===== src/rtl/mul_request_scheduler.sv =====
// Round-robin scheduler sharing one 32-bit vector multiplier among NUM_REQ requesters.
// A tag pipe follows each issue through the multiplier; results land in a credit-limited FIFO.
module mul_request_scheduler #(
    parameter int NUM_REQ     = 4,
    parameter int MUL_LATENCY = 1,
    parameter int FIFO_DEPTH  = 4,
    localparam int ID_W       = $clog2(NUM_REQ),
    localparam int CNT_W      = $clog2(FIFO_DEPTH) + 1
) (
    input  logic                  clk,
    input  logic                  rst,
    input  logic [NUM_REQ-1:0]    req_valid,
    output logic [NUM_REQ-1:0]    req_ready,
    input  logic [NUM_REQ*32-1:0] req_operand_a,
    input  logic [NUM_REQ*32-1:0] req_operand_b,
    input  logic [NUM_REQ*2-1:0]  req_precision,
    output logic [31:0]           mul_operand_a,
    output logic [31:0]           mul_operand_b,
    output logic [1:0]            mul_precision,
    input  logic [63:0]           mul_result,
    output logic                  rsp_valid,
    input  logic                  rsp_ready,
    output logic [63:0]           rsp_result,
    output logic [ID_W-1:0]       rsp_id,
    output logic [1:0]            rsp_precision,
    output logic [CNT_W-1:0]      outstanding
);
    localparam int PTR_W = (FIFO_DEPTH > 1) ? $clog2(FIFO_DEPTH) : 1;

    logic [NUM_REQ-1:0][31:0] op_a, op_b;
    logic [NUM_REQ-1:0][1:0]  op_prec;

    assign op_a    = req_operand_a;
    assign op_b    = req_operand_b;
    assign op_prec = req_precision;

    logic [ID_W-1:0] rr_ptr, gnt_idx;
    logic [ID_W:0]   cand;
    logic            can_issue, issue, found;

    // Credits cover both in-flight and queued results, so the FIFO can never overflow.
    assign can_issue = (outstanding < CNT_W'(FIFO_DEPTH));

    always_comb begin
        req_ready = '0;
        gnt_idx   = '0;
        found     = 1'b0;
        cand      = '0;
        for (int k = 0; k < NUM_REQ; k++) begin
            cand = {1'b0, rr_ptr} + (ID_W+1)'(k);
            if (cand >= (ID_W+1)'(NUM_REQ))
                cand = cand - (ID_W+1)'(NUM_REQ);
            if (!found && req_valid[cand[ID_W-1:0]]) begin
                found   = 1'b1;
                gnt_idx = cand[ID_W-1:0];
            end
        end
        if (found && can_issue && !rst)
            req_ready[gnt_idx] = 1'b1;
    end

    assign issue = |req_ready;

    logic [31:0] hold_a, hold_b;
    logic [1:0]  hold_prec;

    // Multiplier inputs follow the winner on issue and otherwise keep the last issued operands.
    always_comb begin
        mul_operand_a = hold_a;
        mul_operand_b = hold_b;
        mul_precision = hold_prec;
        if (rst) begin
            mul_operand_a = '0;
            mul_operand_b = '0;
            mul_precision = '0;
        end else if (issue) begin
            mul_operand_a = op_a[gnt_idx];
            mul_operand_b = op_b[gnt_idx];
            mul_precision = op_prec[gnt_idx];
        end
    end

    logic [MUL_LATENCY:1]           vld_pipe;
    logic [MUL_LATENCY:1][ID_W-1:0] id_pipe;
    logic [MUL_LATENCY:1][1:0]      prec_pipe;

    logic [63:0]      mem_res  [FIFO_DEPTH];
    logic [ID_W-1:0]  mem_id   [FIFO_DEPTH];
    logic [1:0]       mem_prec [FIFO_DEPTH];
    logic [PTR_W-1:0] wr_ptr, rd_ptr;
    logic [CNT_W-1:0] fill;
    logic             wr, pop;

    assign wr            = vld_pipe[MUL_LATENCY];
    assign rsp_valid     = !rst && (fill != '0);
    assign pop           = rsp_valid && rsp_ready;
    assign rsp_result    = mem_res[rd_ptr];
    assign rsp_id        = mem_id[rd_ptr];
    assign rsp_precision = mem_prec[rd_ptr];

    function automatic logic [PTR_W-1:0] ptr_inc(input logic [PTR_W-1:0] p);
        return (p == PTR_W'(FIFO_DEPTH-1)) ? '0 : p + PTR_W'(1);
    endfunction

    always_ff @(posedge clk) begin
        if (rst) begin
            rr_ptr      <= '0;
            vld_pipe    <= '0;
            id_pipe     <= '0;
            prec_pipe   <= '0;
            wr_ptr      <= '0;
            rd_ptr      <= '0;
            fill        <= '0;
            outstanding <= '0;
            hold_a      <= '0;
            hold_b      <= '0;
            hold_prec   <= '0;
        end else begin
            if (issue) begin
                rr_ptr    <= (gnt_idx == ID_W'(NUM_REQ-1)) ? '0 : gnt_idx + ID_W'(1);
                hold_a    <= op_a[gnt_idx];
                hold_b    <= op_b[gnt_idx];
                hold_prec <= op_prec[gnt_idx];
            end

            vld_pipe[1]  <= issue;
            id_pipe[1]   <= gnt_idx;
            prec_pipe[1] <= op_prec[gnt_idx];
            for (int s = 2; s <= MUL_LATENCY; s++) begin
                vld_pipe[s]  <= vld_pipe[s-1];
                id_pipe[s]   <= id_pipe[s-1];
                prec_pipe[s] <= prec_pipe[s-1];
            end

            if (wr) begin
                mem_res[wr_ptr]  <= mul_result;
                mem_id[wr_ptr]   <= id_pipe[MUL_LATENCY];
                mem_prec[wr_ptr] <= prec_pipe[MUL_LATENCY];
                wr_ptr           <= ptr_inc(wr_ptr);
            end
            if (pop)
                rd_ptr <= ptr_inc(rd_ptr);

            case ({wr, pop})
                2'b10:   fill <= fill + CNT_W'(1);
                2'b01:   fill <= fill - CNT_W'(1);
                default: fill <= fill;
            endcase

            case ({issue, pop})
                2'b10:   outstanding <= outstanding + CNT_W'(1);
                2'b01:   outstanding <= outstanding - CNT_W'(1);
                default: outstanding <= outstanding;
            endcase

            a_no_overflow: assert (!(wr && fill == CNT_W'(FIFO_DEPTH)));
        end
    end
endmodule


===== config.mk =====
export PLATFORM = sky130hd
export DESIGN_NAME = mul_request_scheduler
export DESIGN_NICKNAME = d
export VERILOG_FILES = /design/src/rtl/mul_request_scheduler.sv
export SDC_FILE = /design/constraint.sdc
export NUM_CORES = 1
export LEC_CHECK = 0
export CORE_MARGIN = 3
export CORE_UTILIZATION = 40
export CTS_CLUSTER_SIZE = 8
export DETAILED_ROUTE_END_ITERATION = 8
export GPL_TIMING_DRIVEN = 0
export PLACE_DENSITY_LB_ADDON = 0.08
export SYNTH_ARGS = -nofsm -noshare
export SYNTH_HDL_FRONTEND = slang
export SYNTH_SLANG_ARGS = --single-unit

===== constraint.sdc =====
create_clock -name clk -period 7 [get_ports clk]
set_clock_uncertainty 0.1 [all_clocks]
set_input_delay 0.7 -clock clk [delete_from_list [all_inputs] [get_ports clk]]
set_output_delay 0.7 -clock clk [all_outputs]
set_load 0.01 [all_outputs]

* Yosys cells after proc, flatten, opt, wreduce, memory -nomap -nowiden *
Memory sizes are Yosys's and may differ from the RTL's. A register that Yosys moved wholly into a read port is not among the register bits.
Index checks and enable logic that the tools add are counted.

word-level totals
  bits in writable memories = 272
  memories = 3
  flip-flop bits (word level) = 83
  input bits = 335
  word-level logic and storage cells = 111
  output and inout port bits = 142

cells by class
  equal/unequal tests = 7
  reductions and logical operators = 16
  multiplexer cells = 49
  $lt $le $gt $ge = 11
  add/subtract/negate cells = 14

memory list
  name      depth  width  rd ports  clocked after memory_dff  wr ports  RTL line  RTL
  mem_res   4      64     1         1                         1         87        logic [63:0] mem_res [FIFO_DEPTH];
  mem_id    4      2      1         1                         1         88        logic [ID_W-1:0] mem_id [FIFO_DEPTH];
  mem_prec  4      2      1         1                         1         89        logic [1:0] mem_prec [FIFO_DEPTH];

operators with widths
  operator                                                                number
  32-bit two-way mux                                                      6
  32-bit binary-select mux with 2-bit select                              2
  2-bit two-way mux                                                       20
  2-bit by 3-bit < comparator with 1-bit output (second input constant)   5
  1-bit two-way mux                                                       12
  3-bit one-hot mux with 2 select lines                                   2
  2-bit equality test (second input constant)                             5
  3-bit >= comparator (second input constant)                             3
  1-bit binary-select mux with 2-bit select                               4
  1-bit logical AND                                                       8
  2-bit by 1-bit subtractor with 2-bit output (second input constant)     4
  2-bit by 1-bit adder with 2-bit output (second input constant)          3
  2-bit by 2-bit adder with 3-bit output (second input constant)          2
  3-bit by 1-bit adder with 3-bit output (second input constant)          2
  3-bit by 1-bit subtractor with 3-bit output (second input constant)     2
  2-bit binary-select mux with 2-bit select                               1
  2-bit by 1-bit equality test with 1-bit output (second input constant)  2
  1-bit logical NOT                                                       4
  4-bit two-way mux                                                       1
  2-bit nonzero test                                                      2
  4-bit OR reduction                                                      1
  2-bit by 1-bit adder with 3-bit output (second input constant)          1
  2-bit by 3-bit >= comparator with 1-bit output (second input constant)  1
  3-bit < comparator (second input constant)                              1
  3 further kinds                                                         3

* Longest topological paths before layout *
  word-level depth = 22
  depth in mapped cells = 17

* Worst setup path after synthesis *
No wires, ideal clock.

  path type = input -> output
  start point = input port req_valid[0]
  end point = output port mul_operand_a[0]
  required time = 6.200 ns
  arrival time = 2.815 ns
  stages on the path = 13
  path buffers = 4
  setup slack = 3.385 ns
  cells stage by stage = nor2b_1 -> nor4_4 -> buf_6 -> nor2_8 -> inv_4 -> buf_4 -> ha_1 -> a21oi_1 -> and3_1 -> a21oi_1 -> buf_4 -> buf_2 -> o221ai_1

on the way
  longest elaborated chain between the ends = 20
  elaborated cells on any way between the ends = 35
  classes of those cells = order compare (2); mux (23); reduce/logical (10)

RTL lines
  item                                                                                                                                          RTL line  RTL
  start: declaration                                                                                                                            12        input logic [NUM_REQ-1:0] req_valid,
  1-bit binary-select mux with 2-bit select                                                                                                     53        if (!found && req_valid[cand[ID_W-1:0]]) begin
  1-bit two-way mux (implied by the code)                                                                                                       53
  1-bit two-way mux                                                                                                                             53
  1-bit logical NOT                                                                                                                             53
  1-bit logical AND                                                                                                                             53
  1-bit two-way mux                                                                                                                             53
  1-bit logical NOT                                                                                                                             53
  1-bit logical AND                                                                                                                             53
  [3 not listed]                                                                                                                                -
  2-bit two-way mux                                                                                                                             53
  2-bit by 3-bit < comparator with 1-bit output (implied by the code) / 2-bit by 1-bit >= comparator with 1-bit output (equally long branches)  59        req_ready[gnt_idx] = 1'b1;
  1-bit logical AND (implied by the code)                                                                                                       59
  1-bit two-way mux (implied by the code)                                                                                                       59
  1-bit demux with 2-bit select                                                                                                                 59
  4-bit two-way mux                                                                                                                             58        if (found && can_issue && !rst)
  4-bit OR reduction                                                                                                                            62        assign issue = |req_ready;
  32-bit two-way mux (*) (2 in series)                                                                                                          -
  end: declaration                                                                                                                              17        output logic [31:0] mul_operand_a,

Mark *: on every way between the ends. The rest lies on a longest branch, timed or not. The select of a mux whose other input is x is not followed.

* Worst setup path after layout *
  start point = input port req_valid[1]
  end point = output port mul_operand_a[25]

Same word-level chain as after synthesis.

==> metrics <==
global-route total usage across every layer=23.1%; share of the synthesized area in the top cell type=53.6%; Max Buffers Root-to-Sink=3; CTS-repair resized insts=0; depth of the critical timing path with buffers and inverters included=15; final design utilization=59.7%; setup slack after layout=1470 ps; Initial DRT Pass Iterations=5; fraction of power consumed by the clock network=28.8%; min Tclk post-route=5530 ps; pin count of the biggest net entering global routing=57; number of enable flip-flop cells after synthesis=272; post-CTS setup repair buffer count=0; run status=finished, final reports clean; cell area power density=337 mW/mm²; Primary FF master, synth=sky130_fd_sc_hd__edfxtp_1; post-placement cell count=1,978; overall die area=0.0405 mm²; total number of nets in the final design=1,871; number of warnings issued by yosys=0; Internal Power=5240 µW; pin slew with the least headroom to its limit=701 ps; number of max-cap violations=0; post-synthesis async set-or-reset flop share=0%; Post-Synthesis Net Count=1,340; cell type group with the largest total delay on the critical path=buffers and inverters; unrepaired setup endpoints after global routing=no; Avg Inst Size Synth=15.3 µm²; top post-synthesis cells by area=sky130_fd_sc_hd__edfxtp_1 54%, sky130_fd_sc_hd__dfxtp_1 11%, sky130_fd_sc_hd__mux4_2 10%; number of I/O port buffers=475; post-DR wirelength/cell=23.0 µm; most area-hungry cell type in the Yosys netlist=sky130_fd_sc_hd__edfxtp_1; DRC violation total after the first TritonRoute iteration=480; share of the cycle needed by the critical path after routing=78.9%; DPL Wire Length=34,300 µm; class of the most critical setup path=in2out; P&R area growth vs syn=45.2%; count of H-tree levels built during CTS=2; combinational share of power=35.5%; peak supply drop=0.000161 V; startpoint type of the worst setup path=input pin; crit path max-delay cell type=sky130_fd_sc_hd__clkdlybuf4s50_1; routability congestion estimate from global placement=0.920; final hold violation count=0; total core area=0.0370 mm²; Max Slew Vio Count=0; summed area of non-filler cells in the final layout=0.0221 mm²; global-route wire length before repair=70,300 µm; vias per cell=5.17; Rows=70; layout cells sized above 1=12.5%; worst path bufs/invs=7; routed wire length=47,300 µm; total negative slack=0 ps; library cell used as clock root buffer=sky130_fd_sc_hd__clkbuf_16; synthesis-stage register bit count=357; worst stage delay on the critical path=610 ps; total congestion overflow=0; Num Clock Sinks=357; timing-limited maximum frequency=0.181 GHz; via count of the first global-routing pass=11,300; cell depth of the worst min-delay path=0; worst slack at placement=1420 ps; post-detailed-placement cell area=0.0207 mm²; Worst Path Arrival=4730 ps; endpoint class of the critical path=primary output; net switching power=2210 µW; number of primary I/O pins=477; CP max FO=10; part of the total power dissipated in sequential elements=35.8%; insertion delay to the later sink of the worst-skew pair=570 ps; clock tree from TritonCTS=yes; slack of the worst reg-to-reg path=3340 ps; chip width=201 µm; leakage power of the design=0.00766 µW; initial standard-cell utilization of the core=41.1%; number of antenna violations at the first check in global routing=14; Post-Syn Instances=995; height of the die=201 µm; worst endpoint required time=6200 ps; synth unique cells=49; cell depth of the worst flop-to-flop path=17; Hold Path Class=reg2reg; worst rel slew slack=53.3%; post-route non-filler standard cell count=2,059; final setup violating endpoints=0; post-route ant nets=0; switching share of power=29.7%; Seq/Total Area, Yosys=64.8%; ordered cell list for the critical path=clkdlybuf4s50_1 > nor2_2 > nor4_4 > buf_6 > nor2_8 > inv_4 > buf_4 > ha_1 > a21oi_1 > and3_1 > a21oi_1 > buf_4 > buf_2 > o221ai_1 > clkdlybuf4s50_1; overall via count from detail_route=10,600; cell area after synthesis=0.0152 mm²; clock-pin slew on the worst setup and hold paths=50 ps; TritonCTS buffer count=50; number of hold buffers added after cts=0; number of design rule violations left after detail routing=0
-- cell usage after synthesis, drive strengths merged, types with 4 or more instances --
cell type	instances
edfxtp	272
dfxtp	85
inv	80
o21ai	71
nand3	69
mux4	68
mux2i	67
a21o	66
o221ai	66
buf	45
clkbuf	29
nor2	17
ha	8
a21oi	7
and2	5
nor2b	5
nand2	4
nor3	4
xor2	4
-- cells in the final DEF, fill, tap and decap left out, types with 13 or more instances in the layout --
cell type	n
sky130_fd_sc_hd__edfxtp_1	272
sky130_fd_sc_hd__clkbuf_16	51
sky130_fd_sc_hd__nand3_1	68
sky130_fd_sc_hd__mux2i_1	67
sky130_fd_sc_hd__o21ai_0	68
sky130_fd_sc_hd__mux4_2	68
sky130_fd_sc_hd__diode_2	13
sky130_fd_sc_hd__clkdlybuf4s50_1	475
sky130_fd_sc_hd__o221ai_1	56
sky130_fd_sc_hd__buf_2	32
sky130_fd_sc_hd__dfxtp_1	85
sky130_fd_sc_hd__a21o_1	66
sky130_fd_sc_hd__inv_1	77
sky130_fd_sc_hd__clkbuf_1	44
sky130_fd_sc_hd__nor2_1	15
-- routing by layer --
layer	global-route usage (%)	share of wire, %	vias up
li1	-	-	4961
met1	27.1	38	5212
met2	40.8	52	395
met3	5.65	6.7	67
met4	9.26	3.1	0
met5	0	0	-
-- through the flow --
stage	hold WS [ps]	total power, µW
after global placement	353	5350
after CTS	369	7550
after floorplan	338	4110
final	395	7450
after detailed placement	379	5370
after global routing	400	7830
-- power by group through the flow --
stage               Sequential, µW  Clock [µW]  Combinational (µW)
floorplan                     2690           0                1410
global placement              2710           0                2640
detailed placement            2710           0                2660
CTS                           2670        2210                2680
global route                  2690        2300                2850
finish                        2670        2140                2640
-- path summary, 6_finish.rpt --
kind / start / end
max: req_valid[1] / mul_operand_a[25]
min: prec_pipe[0] / mem_prec[2][0]
max reg2reg: rr_ptr[0] / outstanding[2]
min reg2reg: prec_pipe[0] / mem_prec[2][0]
-- kinds of logic after synthesis --
logic type	Yosys count	synth area share (%)
AOI/OAI and AO/OA	217	10.4
muxes	136	14.5
xor gates and xnor gates	4	0.230
and+or+nand+nor	117	4.31
buffers and inverters	154	4.80
adders and majority gates	10	0.920
DFF	357	64.8
-- sequential cells by signal, summed over array words and instances (netlist names), named ones only --
name         cells
mem_prec         8
mem_res        256
hold_b          32
vld_pipe         1
rd_ptr           2
id_pipe          2
hold_prec        2
mem_id           8
outstanding      3
rr_ptr           2
prec_pipe        2
wr_ptr           2
fill             3
hold_a          32
-- cell type report --
cell class	instances	area (µm²)
multi-input cells	484	4640
repair buffers	479	4850
flip-flops and latches	357	9870
inverters	80	303
well taps	504	631
clock inverters	2	32.5
clock buffers	66	1330
diodes	13	32.5
fillers	2955	14900
plain buffers	74	429
(Power assumes the default switching activity.)
